**config.mk**
```make
export PLATFORM = sky130hd
export DESIGN_NAME = sanduba_multi
export DESIGN_NICKNAME = d
export VERILOG_FILES = /design/src/rtl/sanduba_pkg.sv /design/src/rtl/sanduba_req_dec.sv /design/src/rtl/sanduba_multi.sv
export SDC_FILE = /design/constraint.sdc
export NUM_CORES = 1
export LEC_CHECK = 0
export CAP_MARGIN = 10
export CORE_UTILIZATION = 40
export CTS_CLUSTER_DIAMETER = 40
export CTS_CLUSTER_SIZE = 10
export DETAILED_ROUTE_END_ITERATION = 10
export PLACE_DENSITY = 0.62
export SLEW_MARGIN = 20
export SYNTH_ARGS = -nofsm -noshare
export SYNTH_HDL_FRONTEND = slang
export SYNTH_SLANG_ARGS = --single-unit
```
**constraint.sdc**
```tcl
create_clock -name clock -period 4 [get_ports clock]
set_clock_uncertainty 0.1 [all_clocks]
set_input_delay 0.6 -clock clock [delete_from_list [all_inputs] [get_ports clock]]
set_output_delay 0.6 -clock clock [all_outputs]
set_load 0.1 [all_outputs]
```
**src/rtl/sanduba_pkg.sv**
```systemverilog
// sanduba_pkg: shared state encoding, default pricing/credit limits and credit type
// for the sanduba_multi vending machine.
package sanduba_pkg;

    localparam int DEF_N_PROD     = 3;
    localparam int DEF_MAX_CREDIT = 32;
    localparam int PRICE_W        = 8;

    // Entry 0 sits in the least-significant byte: req[0]=2, req[1]=3, req[2]=4.
    localparam logic [DEF_N_PROD*PRICE_W-1:0] DEF_PRICES = {8'd4, 8'd3, 8'd2};

    typedef enum logic [1:0] {IDLE, VEND, REFUND, REJECT} state_e;

    typedef logic [$clog2(DEF_MAX_CREDIT+1)-1:0] credit_t;

endpackage

```
**src/rtl/sanduba_req_dec.sv**
```systemverilog
// sanduba_req_dec: classifies the IDLE inputs (single vs multiple) and selects the
// requested product's price with a sufficient-funds compare.
module sanduba_req_dec
    import sanduba_pkg::*;
#(
    parameter int                          N_PROD   = DEF_N_PROD,
    parameter int                          CREDIT_W = $clog2(DEF_MAX_CREDIT+1),
    parameter logic [N_PROD*PRICE_W-1:0]   PRICES   = DEF_PRICES,
    parameter int                          IDX_W    = (N_PROD > 1) ? $clog2(N_PROD) : 1
) (
    input  logic                m100,
    input  logic                dev,
    input  logic [N_PROD-1:0]   req,
    input  logic [CREDIT_W-1:0] credit,
    output logic                multi,
    output logic                req_any,
    output logic [IDX_W-1:0]    idx,
    output logic [PRICE_W-1:0]  price,
    output logic                funds_ok
);

    always_comb begin
        idx   = '0;
        price = '0;
        for (int i = 0; i < N_PROD; i++) begin
            if (req[i]) begin
                idx   = i[IDX_W-1:0];
                price = PRICES[i*PRICE_W +: PRICE_W];
            end
        end
    end

    assign multi    = $countones({m100, dev, req}) > 1;
    assign req_any  = |req;
    assign funds_ok = 32'(credit) >= 32'(price);

endmodule

```
**src/rtl/sanduba_multi.sv**
```systemverilog
// sanduba_multi: multi-product coin vending FSM with credit register and refund.
// Define SANDUBA_KEEP_CHANGE_EN to keep residual credit after a vend instead of refunding it.
module sanduba_multi
    import sanduba_pkg::*;
#(
    parameter int                          N_PROD     = DEF_N_PROD,
    parameter int                          MAX_CREDIT = DEF_MAX_CREDIT,
    parameter logic [N_PROD*PRICE_W-1:0]   PRICES     = DEF_PRICES,
    localparam int                         CREDIT_W   = $clog2(MAX_CREDIT+1)
) (
    input  logic                clock,
    input  logic                reset,
    input  logic                m100,
    input  logic                dev,
    input  logic [N_PROD-1:0]   req,
    output logic                d100,
    output logic [N_PROD-1:0]   vend,
    output logic                busy,
    output logic [CREDIT_W-1:0] credit
);

    localparam int IDX_W = (N_PROD > 1) ? $clog2(N_PROD) : 1;
`ifdef SANDUBA_KEEP_CHANGE_EN
    localparam bit KEEP_CHANGE = 1'b1;
`else
    localparam bit KEEP_CHANGE = 1'b0;
`endif

    state_e                state_q, state_d;
    logic [CREDIT_W-1:0]   credit_q, credit_d;
    logic [IDX_W-1:0]      idx_q, idx_d;
    logic [PRICE_W-1:0]    price_q, price_d;

    logic                  multi, req_any, funds_ok;
    logic [IDX_W-1:0]      sel_idx;
    logic [PRICE_W-1:0]    sel_price;
    logic                  below_max;

    sanduba_req_dec #(
        .N_PROD   (N_PROD),
        .CREDIT_W (CREDIT_W),
        .PRICES   (PRICES),
        .IDX_W    (IDX_W)
    ) u_dec (
        .m100     (m100),
        .dev      (dev),
        .req      (req),
        .credit   (credit_q),
        .multi    (multi),
        .req_any  (req_any),
        .idx      (sel_idx),
        .price    (sel_price),
        .funds_ok (funds_ok)
    );

    assign below_max = credit_q < CREDIT_W'(MAX_CREDIT);

    always_comb begin
        state_d  = state_q;
        credit_d = credit_q;
        idx_d    = idx_q;
        price_d  = price_q;
        case (state_q)
            IDLE: begin
                if (multi) begin
                    // A coin arriving with other inputs is still banked, but never rejected.
                    credit_d = (m100 && below_max) ? credit_q + CREDIT_W'(1) : credit_q;
                    state_d  = REFUND;
                end else if (m100) begin
                    credit_d = below_max ? credit_q + CREDIT_W'(1) : credit_q;
                    state_d  = below_max ? IDLE : REJECT;
                end else if (dev) begin
                    state_d = REFUND;
                end else if (req_any) begin
                    state_d = funds_ok ? VEND : REFUND;
                    idx_d   = funds_ok ? sel_idx : idx_q;
                    price_d = funds_ok ? sel_price : price_q;
                end
            end
            VEND: begin
                credit_d = CREDIT_W'(32'(credit_q) - 32'(price_q));
                state_d  = KEEP_CHANGE ? IDLE : REFUND;
            end
            REFUND: begin
                credit_d = (credit_q != '0) ? credit_q - CREDIT_W'(1) : credit_q;
                state_d  = (credit_q != '0) ? REFUND : IDLE;
            end
            REJECT: state_d = IDLE;
        endcase
    end

    always_ff @(posedge clock) begin
        if (reset) begin
            state_q  <= IDLE;
            credit_q <= '0;
            idx_q    <= '0;
            price_q  <= '0;
        end else begin
            state_q  <= state_d;
            credit_q <= credit_d;
            idx_q    <= idx_d;
            price_q  <= price_d;
        end
    end

    assign busy   = state_q != IDLE;
    assign d100   = (state_q == REJECT) || (state_q == REFUND && credit_q != '0);
    assign vend   = (state_q == VEND) ? (N_PROD'(1) << idx_q) : '0;
    assign credit = credit_q;

endmodule

```
==> results of run 1 <==
cell usage after synthesis, drive strengths merged (2+ instances only):
cell type   n  area share
ha         18        0.22
nand2       9       0.033
or2         3       0.018
or3         2       0.017
a211o       2       0.017
o21ai       2      0.0098
nand2b      4       0.025
fa          2       0.039
dfxtp      11        0.22
nor2       12       0.044
a21o        3       0.022
inv        13       0.048
a2111o      2       0.022
a21oi       5       0.025
a211oi      2       0.015
mux2i       5       0.049
o32ai       2       0.017
nor4        4       0.039
sequential cells by signal, indices dropped and copies added (netlist names):
signal,count
credit,6
price_q,1
idx_q,2
state_q,2
power by group:
part,internal (W),total (W),switching [W]
clock,0.0000370,0.0000784,0.0000413
combinational,0.000263,0.000730,0.000467
sequential,0.000139,0.000182,0.0000424
total,0.000439,0.000990,0.000550
final timing paths:
kind / start / to / cells after the start
hold reg to reg: price_q[1] / price_q[1] / 2
setup / recovery: req[0] / state_q[0] / 11
hold / removal: price_q[1] / price_q[1] / 2
setup reg to reg: state_q[1] / credit[5] / 10
final cells by class:
type,count,area [um2],share of cell area
clock buffers,3,22.5,0.0182
clock inverters,1,5.00,0.00404
inverters,13,48.8,0.0394
multi-input cells,91,738,0.595
flip-flops and latches,11,220,0.178
well taps,28,35.0,0.0283
repair buffers,17,170,0.137
per-stage QoR:
stage / util / instance area, um2 / hold WS, ns
6_report: 0.540 / 1240 / 0.384
5_1_grt: 0.540 / 1240 / 0.412
4_1_cts: 0.540 / 1240 / 0.386
3_5_place_dp: 0.528 / 1210 / 0.374
3_3_place_gp: 0.528 / 1210 / 0.368
2_1_floorplan: - / 1020 / 0.336
worst register-to-register path: stages (launching register included):
cell and delay, ns:
dfxtp_1 0.35, inv_1 0.11, ha_1 0.26, inv_1 0.08, o21ai_0 0.33, ha_1 0.30, nor2b_1 0.13, o31a_1 0.26
o22ai_1 0.17, mux2i_1 0.22, mux2_2 0.34
kinds of logic after synthesis:
logic type | share of synthesized area
compound gates | 0.186
xor+xnor | 0.0172
fa+ha+maj | 0.260
buf+inv | 0.0590
flops | 0.216
mux | 0.0602
simple gates | 0.201
layer usage:
metal  share of wire  GRT usage  vias to the layer above
met4          0.0053     0.0263                        0
met1            0.50      0.261                      417
met2            0.46      0.308                       15
met5               0          0                        -
met3           0.034     0.0638                        2
li1                -          -                      457
==> flow_summary.yaml, run 1 <==
place:
  pre_cts_slack_ns: 0.226
  portBuffers: 17
  dpl.hpwl_um: 1830
  dp_cells: 160
  gp_routability_congestion: 0.916
cells_and_area:
  fill_cells: 231
  drive_gt1_frac: 0.0809
  syn_to_final_growth_pct: 21.7
  fin_nets: 164
  layout_commonest_cell: "ha_1"
  n_antenna_cell: 0
  layout_common_cells: "18 x ha_1, 17 x clkdlybuf4s50_1, 13 x inv_1"
  final_cell_count_no_fill: 164
sta:
  period_needed_ns: 3.53
  fin_crit_sh: 0.882
  slew_violations: 0
  finalSetupViolCount: 0
  layout_setup_ws_ns: 0.472
  setup-tns-final_ns: 0
  slew_headroom: 0.346
  hold_violations: 0
  rsz0062_at_grt: "false"
  tightest_slew_ns: 0.978
  max_freq_mhz: 283
outcome:
  status: "finished clean"
synthesis:
  yosys_warnings: 0
  ys_types: 36
  synth_area_um2: 1020
  syn_avg_cell_area_um2: 8.70
  synthFlopType: "dfxtp_1"
  synth_edf_count: 0
  syn_nets: 144
  synthCells: 117
  synthArstFlopShare: 0
  seq_area_frac_synth: 0.216
  ys_seq_elements: 11
detailed_routing:
  wl_um: 2270
  drtIter0Drc: 15
  vias_per_cell: 5.43
  drt.antenna.violating_nets: 0
  drc: 0
  wire_per_inst_um: 13.8
  dr.pass1.iters: 4
  vias: 891
worst_setup_path:
  cp_max_fo: 4
  cp_common_cell: "ha_1"
  startpoint_type: "primary input"
  rrSetupSlack_ns: 1.24
  critPathKind: "in -> reg"
  slowest_delay_ns: 0.48
  cp.buffers_inverters: 2
  arrival_ns: 3.59
  crit_family: "adder cells"
  end_kind: "flop"
  cpMaxStageDelayCell: "clkdlybuf4s50_1"
  cp_cell_sequence: "clkdlybuf4s50_1 -> inv_1 -> ha_1 -> ha_1 -> a21o_1 -> fa_1 -> nor4_1 -> nand2_1 -> nor3b_1 -> nor2_1 -> a32o_1"
  cp.required_ns: 4.07
floorplan:
  fp-row-count: 17
  die_h_um: 52.5
  core_um2: 2300
  io-pin-count: 18
  die_w_um: 52.5
  start_util: 0.443
  dieArea_um2: 2750
global_route:
  grt_first_pass_wirelength_um: 3870
  grt_max_degree: 14
  groute.usage.overall: 0.195
  antenna_found_initial: 0
  grt_pass1_vias: 884
  grt-ovfl-total: 0
clock_network:
  cts_hold_buf: 0
  numCtsBuffers: 3
  cts_resized: 0
  cts-root-buf: "clkbuf_4"
  clock-sinks: 11
  path_clk_slew_ns: 0.08
  h-tree-depth: 1
  post_cts_buffers: 0
  clk_path_buf_depth: 2
  clock_latency_ns: 0.27
  cts_tree: "done"
job:
  cap_violations: 0
power_and_ir_drop:
  design_power_total_w: 0.000990
  cellPowerDensity_nw_per_um2: 798
  p_leak_nw: 0.587
  peakVddDrop_mv: 0.692
worst_hold_path:
  hp-class: "reg -> reg"
No activity file was read; power rests on OpenSTA's default activity.
==> run 2: changes to the inputs <==
Settings changed: PLACE_DENSITY 0.62 to 0.64.
==> run 2 against run 1 <==
Sequential share of layout area is essentially flat. Final cell count is the same. Fmax shrank 0.36%. Total power grew 1.0%. First-iteration DRC count shrank 20%. Largest power group unchanged. Critical endpoint unchanged.
==> flow_summary.yaml, run 2 (synthesis results as in run 1) <==
outcome:
  status: "finished clean"
global_route:
  grt-busiest-layer: "met2"
  groute.usage.overall: 0.196
  grt-ovfl-total: 0
  grt_pass1_vias: 897
  grt.met1_usage: 0.252
  grt_first_pass_wirelength_um: 4000
  grt_max_degree: 14
  met2_usage: 0.323
  antenna_found_initial: 0
  grt_util_met3: 0.0319
cells_and_area:
  fin_nets: 164
  layout_common_cells: "18 x ha_1, 17 x clkdlybuf4s50_1, 13 x inv_1"
  layout_commonest_cell: "ha_1"
  largest_reg_flops: 6
  drive_gt1_frac: 0.0735
  n_antenna_cell: 0
  final_cell_count_no_fill: 164
  final_area_um2: 1240
  syn_to_final_growth_pct: 21.6
clock_network:
  clock_latency_ns: 0.28
  cts_hold_buf: 0
  clk_path_buf_depth: 2
  numCtsBuffers: 3
  clock-sinks: 11
  path_clk_slew_ns: 0.08
  h-tree-depth: 1
  post_cts_buffers: 0
  cts_tree: "done"
  cts-root-buf: "clkbuf_4"
  cts_resized: 0
place:
  pre_cts_slack_ns: 0.211
  dp_cells: 160
  place_area_um2: 1210
  gp_routability_congestion: 0.886
  portBuffers: 17
  dpl.hpwl_um: 1780
detailed_routing:
  drt.antenna.violating_nets: 0
  vias_per_cell: 5.49
  vias: 900
  wire_per_inst_um: 14.1
  drtIter0Drc: 12
  wl_um: 2320
  drc: 0
  dr.pass1.iters: 4
worst_setup_path:
  end_kind: "flop"
  startpoint_type: "primary input"
  r2r_end: "credit[5]"
  cp_max_fo: 4
  crit_path_start: "req[0]"
  rrSetupSlack_ns: 1.19
  cp.required_ns: 4.08
  arrival_ns: 3.62
  critPathKind: "in -> reg"
  r2r_cells: 10
  rr_startpoint: "state_q[1]"
sta:
  period_needed_ns: 3.54
  max_freq_mhz: 282
  hold_ws_ns: 0.390
  fin_crit_sh: 0.885
  finalSetupViolCount: 0
  rsz0062_at_grt: "false"
  setup-tns-final_ns: 0
  slew_violations: 0
  slew_headroom: 0.350
  layout_setup_ws_ns: 0.460
  hold_violations: 0
  tightest_slew_ns: 0.972
floorplan:
  fp-row-count: 17
  start_util: 0.443
  die_h_um: 52.5
  dieArea_um2: 2750
  io-pin-count: 18
  core_um2: 2300
  die_w_um: 52.5
worst_hold_path:
  whs_path_depth: 2
  min_from: "price_q[1]"
  hp-class: "reg -> reg"
  hold_end: "price_q[1]"
power_and_ir_drop:
  cellPowerDensity_nw_per_um2: 807
  p_leak_nw: 0.584
  peakVddDrop_mv: 0.653
job:
  cap_violations: 0
[run 2: cell types whose count changed in the layout (fill, tap and decap cells not counted)]
cell,before,now
clkinv_2,1,0
clkbuf_1,0,1
[run 2: metrics by stage]
stage	utilization	total power (W)
after floorplan	-	0.000774
after global placement	0.528	0.000902
after detailed placement	0.528	0.000913
after CTS	0.539	0.00100
after global routing	0.539	0.00108
final	0.539	0.000999
[run 2: how the worst max path moves through the flow]
stage,slack (ns),to,cells after the start
6_report,0.46,state_q[0],11
5_1_grt,0.35,state_q[0],10
4_1_cts,0.50,state_q[0],11
3_5_place_dp,0.21,state_q[0],11
3_3_place_gp,0.37,state_q[0],11
2_1_floorplan,0.98,state_q[0],10
[run 2: area by class of cell]
cell class	instances	area, um2
Clock buffer	4	26.3
Fill cell	226	1060
Inverter	13	48.8
Multi-Input combinational cell	91	738
Sequential cell	11	220
Tap cell	28	35.0
Timing Repair Buffer	17	170
[run 2: critical path, stage by stage]
cell and delay, ns:
clkdlybuf4s50_1 0.48, inv_1 0.07, ha_1 0.30, ha_1 0.28
a21o_1 0.19, fa_1 0.48, nor4_1 0.28, nand2_1 0.15
nor3b_1 0.47, nor2_1 0.10, a32o_1 0.22
[run 2: power breakdown]
group	leakage, nW	total (W)	switching, W	internal [W]
clock network	0.0150	0.0000807	0.0000420	0.0000387
logic	0.479	0.000739	0.000475	0.000264
registers	0.0902	0.000180	0.0000406	0.000139
total	0.584	0.000999	0.000557	0.000442
[run 2: routing by layer]
metal  part of all wire  wire, um
met5                  0         0
met3              0.025        58
met1               0.50      1160
met2               0.46      1070
met4              0.012        28
==> run 3: changes to the inputs <==
Settings changed: CTS_BUF_LIST set to sky130_fd_sc_hd__clkbuf_8, PLACE_DENSITY 0.64 to 0.67.
Clock period 4 ns to 3.25 ns, I/O delays scaled along.
==> run 3 against run 2 <==
Non-clock buffer count rose by 10. Clock power rose by 77%. Routed wire length rose by 4.7%. Total power rose by 30%. Worst setup slack got worse by 0.44 ns. Final cell count rose by 6.1%. Sequential cell count did not move. Die area did not move. Sequential power rose by 24%. Sequential share of layout area fell by 1.6 points. Critical path type unchanged. Critical endpoint is now idx_q[1]. Largest cell class unchanged. Highest routed layer is now met3.
==> flow_summary.yaml, run 3 (synthesis results as in run 1) <==
power_and_ir_drop:
  p_int_w: 0.000596
  seqPwrFrac: 0.172
  pwr-share-clk: 0.110
  p_leak_nw: 0.681
  peakVddDrop_mv: 0.874
  p_sw_frac: 0.542
  cellPowerDensity_nw_per_um2: 955
  combPwrFrac: 0.718
  p_switching_w: 0.000704
worst_setup_path:
  r2r_cells: 10
  rr_startpoint: "state_q[1]"
  cp_max_fo: 3
  end_kind: "flop"
  rrSetupSlack_ns: 0.42
  cp.required_ns: 3.29
  arrival_ns: 3.27
  r2r_end: "credit[5]"
  startpoint_type: "primary input"
  critPathKind: "in -> reg"
clock_network:
  clock-sinks: 11
  clock_latency_ns: 0.25
  numCtsBuffers: 3
  h-tree-depth: 1
  path_clk_slew_ns: 0.06
  cts-root-buf: "clkbuf_8"
  cts_hold_buf: 0
  cts_tree: "done"
  clk_path_buf_depth: 2
cells_and_area:
  final_core_util: 0.593
  fill_cells: 204
  n_antenna_cell: 0
  syn_to_final_growth_pct: 33.7
  multiInputGateArea_um2: 792
  fin_nets: 174
  layout_commonest_cell: "buf_4"
  regArea_um2: 220
  layout_common_cells: "21 x buf_4, 16 x ha_1, 14 x inv_1"
  largest_reg_flops: 6
  drive_gt1_frac: 0.260
  final_cell_count_no_fill: 174
global_route:
  antenna_found_initial: 0
  grt_first_pass_wirelength_um: 3930
  grt_pass1_vias: 858
  grt-ovfl-total: 0
  grt_max_degree: 14
  groute.usage.overall: 0.194
floorplan:
  io-pin-count: 18
  dieArea_um2: 2750
  core_um2: 2300
  fp-row-count: 17
  die_w_um: 52.5
  die_h_um: 52.5
  start_util: 0.443
detailed_routing:
  vias_per_cell: 5.30
  dr.pass1.iters: 4
  wl_um: 2420
  drc: 0
  drt.antenna.violating_nets: 0
  wire_per_inst_um: 13.9
  drtIter0Drc: 23
  vias: 922
worst_hold_path:
  hold_end: "price_q[1]"
  hp-class: "reg -> reg"
  whs_path_depth: 2
  min_from: "price_q[1]"
place:
  gp_routability_congestion: 0.798
  pre_cts_slack_ns: -0.253
  dpl.hpwl_um: 1800
  portBuffers: 17
  dp_cells: 169
sta:
  tightest_slew_ns: 0.564
  hold_violations: 0
  layout_setup_ws_ns: 0.0245
  fin_crit_sh: 0.992
  slew_violations: 0
  finalSetupViolCount: 0
  max_freq_mhz: 310
  hold_ws_ns: 0.393
  slew_headroom: 0.623
  period_needed_ns: 3.23
outcome:
  status: "finished clean"
job:
  cap_violations: 0
## run 3: cell types whose count changed in the layout (fill, tap and decap cells not counted), moves of 2 or more
| cell | change |
|---|---|
| clkbuf_8 | +3 |
| clkdlybuf4s50_1 | -12 |
| buf_4 | +21 |
| ha_4 | +2 |
| ha_1 | -2 |
| clkbuf_4 | -3 |
## run 3: area by class of cell
class | instances | area share
multi-input combinational | 91 | 0.582
sequential | 11 | 0.162
timing repair buffer | 27 | 0.162
tap | 28 | 0.0257
clock inverter | 1 | 0.00276
clock buffer | 3 | 0.0303
inverter | 13 | 0.0358
## run 3: how the worst max path moves through the flow
stage / from / end / slack, ns / cells past startpoint
global placement: req[0] / idx_q[1] / -0.17 / 10
finish: dev / idx_q[1] / 0.02 / 9
CTS: req[0] / idx_q[1] / 0.02 / 10
global route: dev / idx_q[1] / -0.02 / 9
detailed placement: req[0] / idx_q[1] / -0.25 / 10
floorplan: req[0] / state_q[0] / 0.34 / 10
## run 3: routing by layer
metal,track usage,up-vias,share of wire
met5,0,-,0
met4,0.0395,0,0
met3,0.0609,0,0.046
met2,0.295,16,0.47
met1,0.266,430,0.48
li1,-,476,-
## run 3: metrics by stage
step | total power, W | TNS (ns) | area, um2
4_1_cts | 0.00128 | 0 | 1300
2_1_floorplan | 0.000953 | 0 | 1020
5_1_grt | 0.00140 | -0.0303 | 1360
3_5_place_dp | 0.00113 | -1.00 | 1250
3_3_place_gp | 0.00112 | -0.630 | 1250
6_report | 0.00130 | 0 | 1360
## run 3: power by group through the flow
stage                     logic (W)  registers, W  clock network [W]
after global placement     0.000897      0.000224                  0
after floorplan            0.000548      0.000405                  0
after detailed placement   0.000905      0.000226                  0
after global routing        0.00101      0.000230           0.000156
final                      0.000934      0.000223           0.000143
after CTS                  0.000914      0.000223           0.000147
## run 3: repair_timing
item                                   in CTS  in global routing
endpoints found under the hold margin       0                  0
buffers inserted                            0                  1
setup endpoints to repair                   0                  5
gates resized for setup                     0                  8
## run 3: worst max-delay path, cell delays in order
cell             delay, ns
clkdlybuf4s50_1       0.44
ha_1                  0.35
ha_4                  0.25
a21o_1                0.17
fa_1                  0.50
nor4_2                0.30
nand2_1               0.15
or3_4                 0.37
a31o_2                0.25
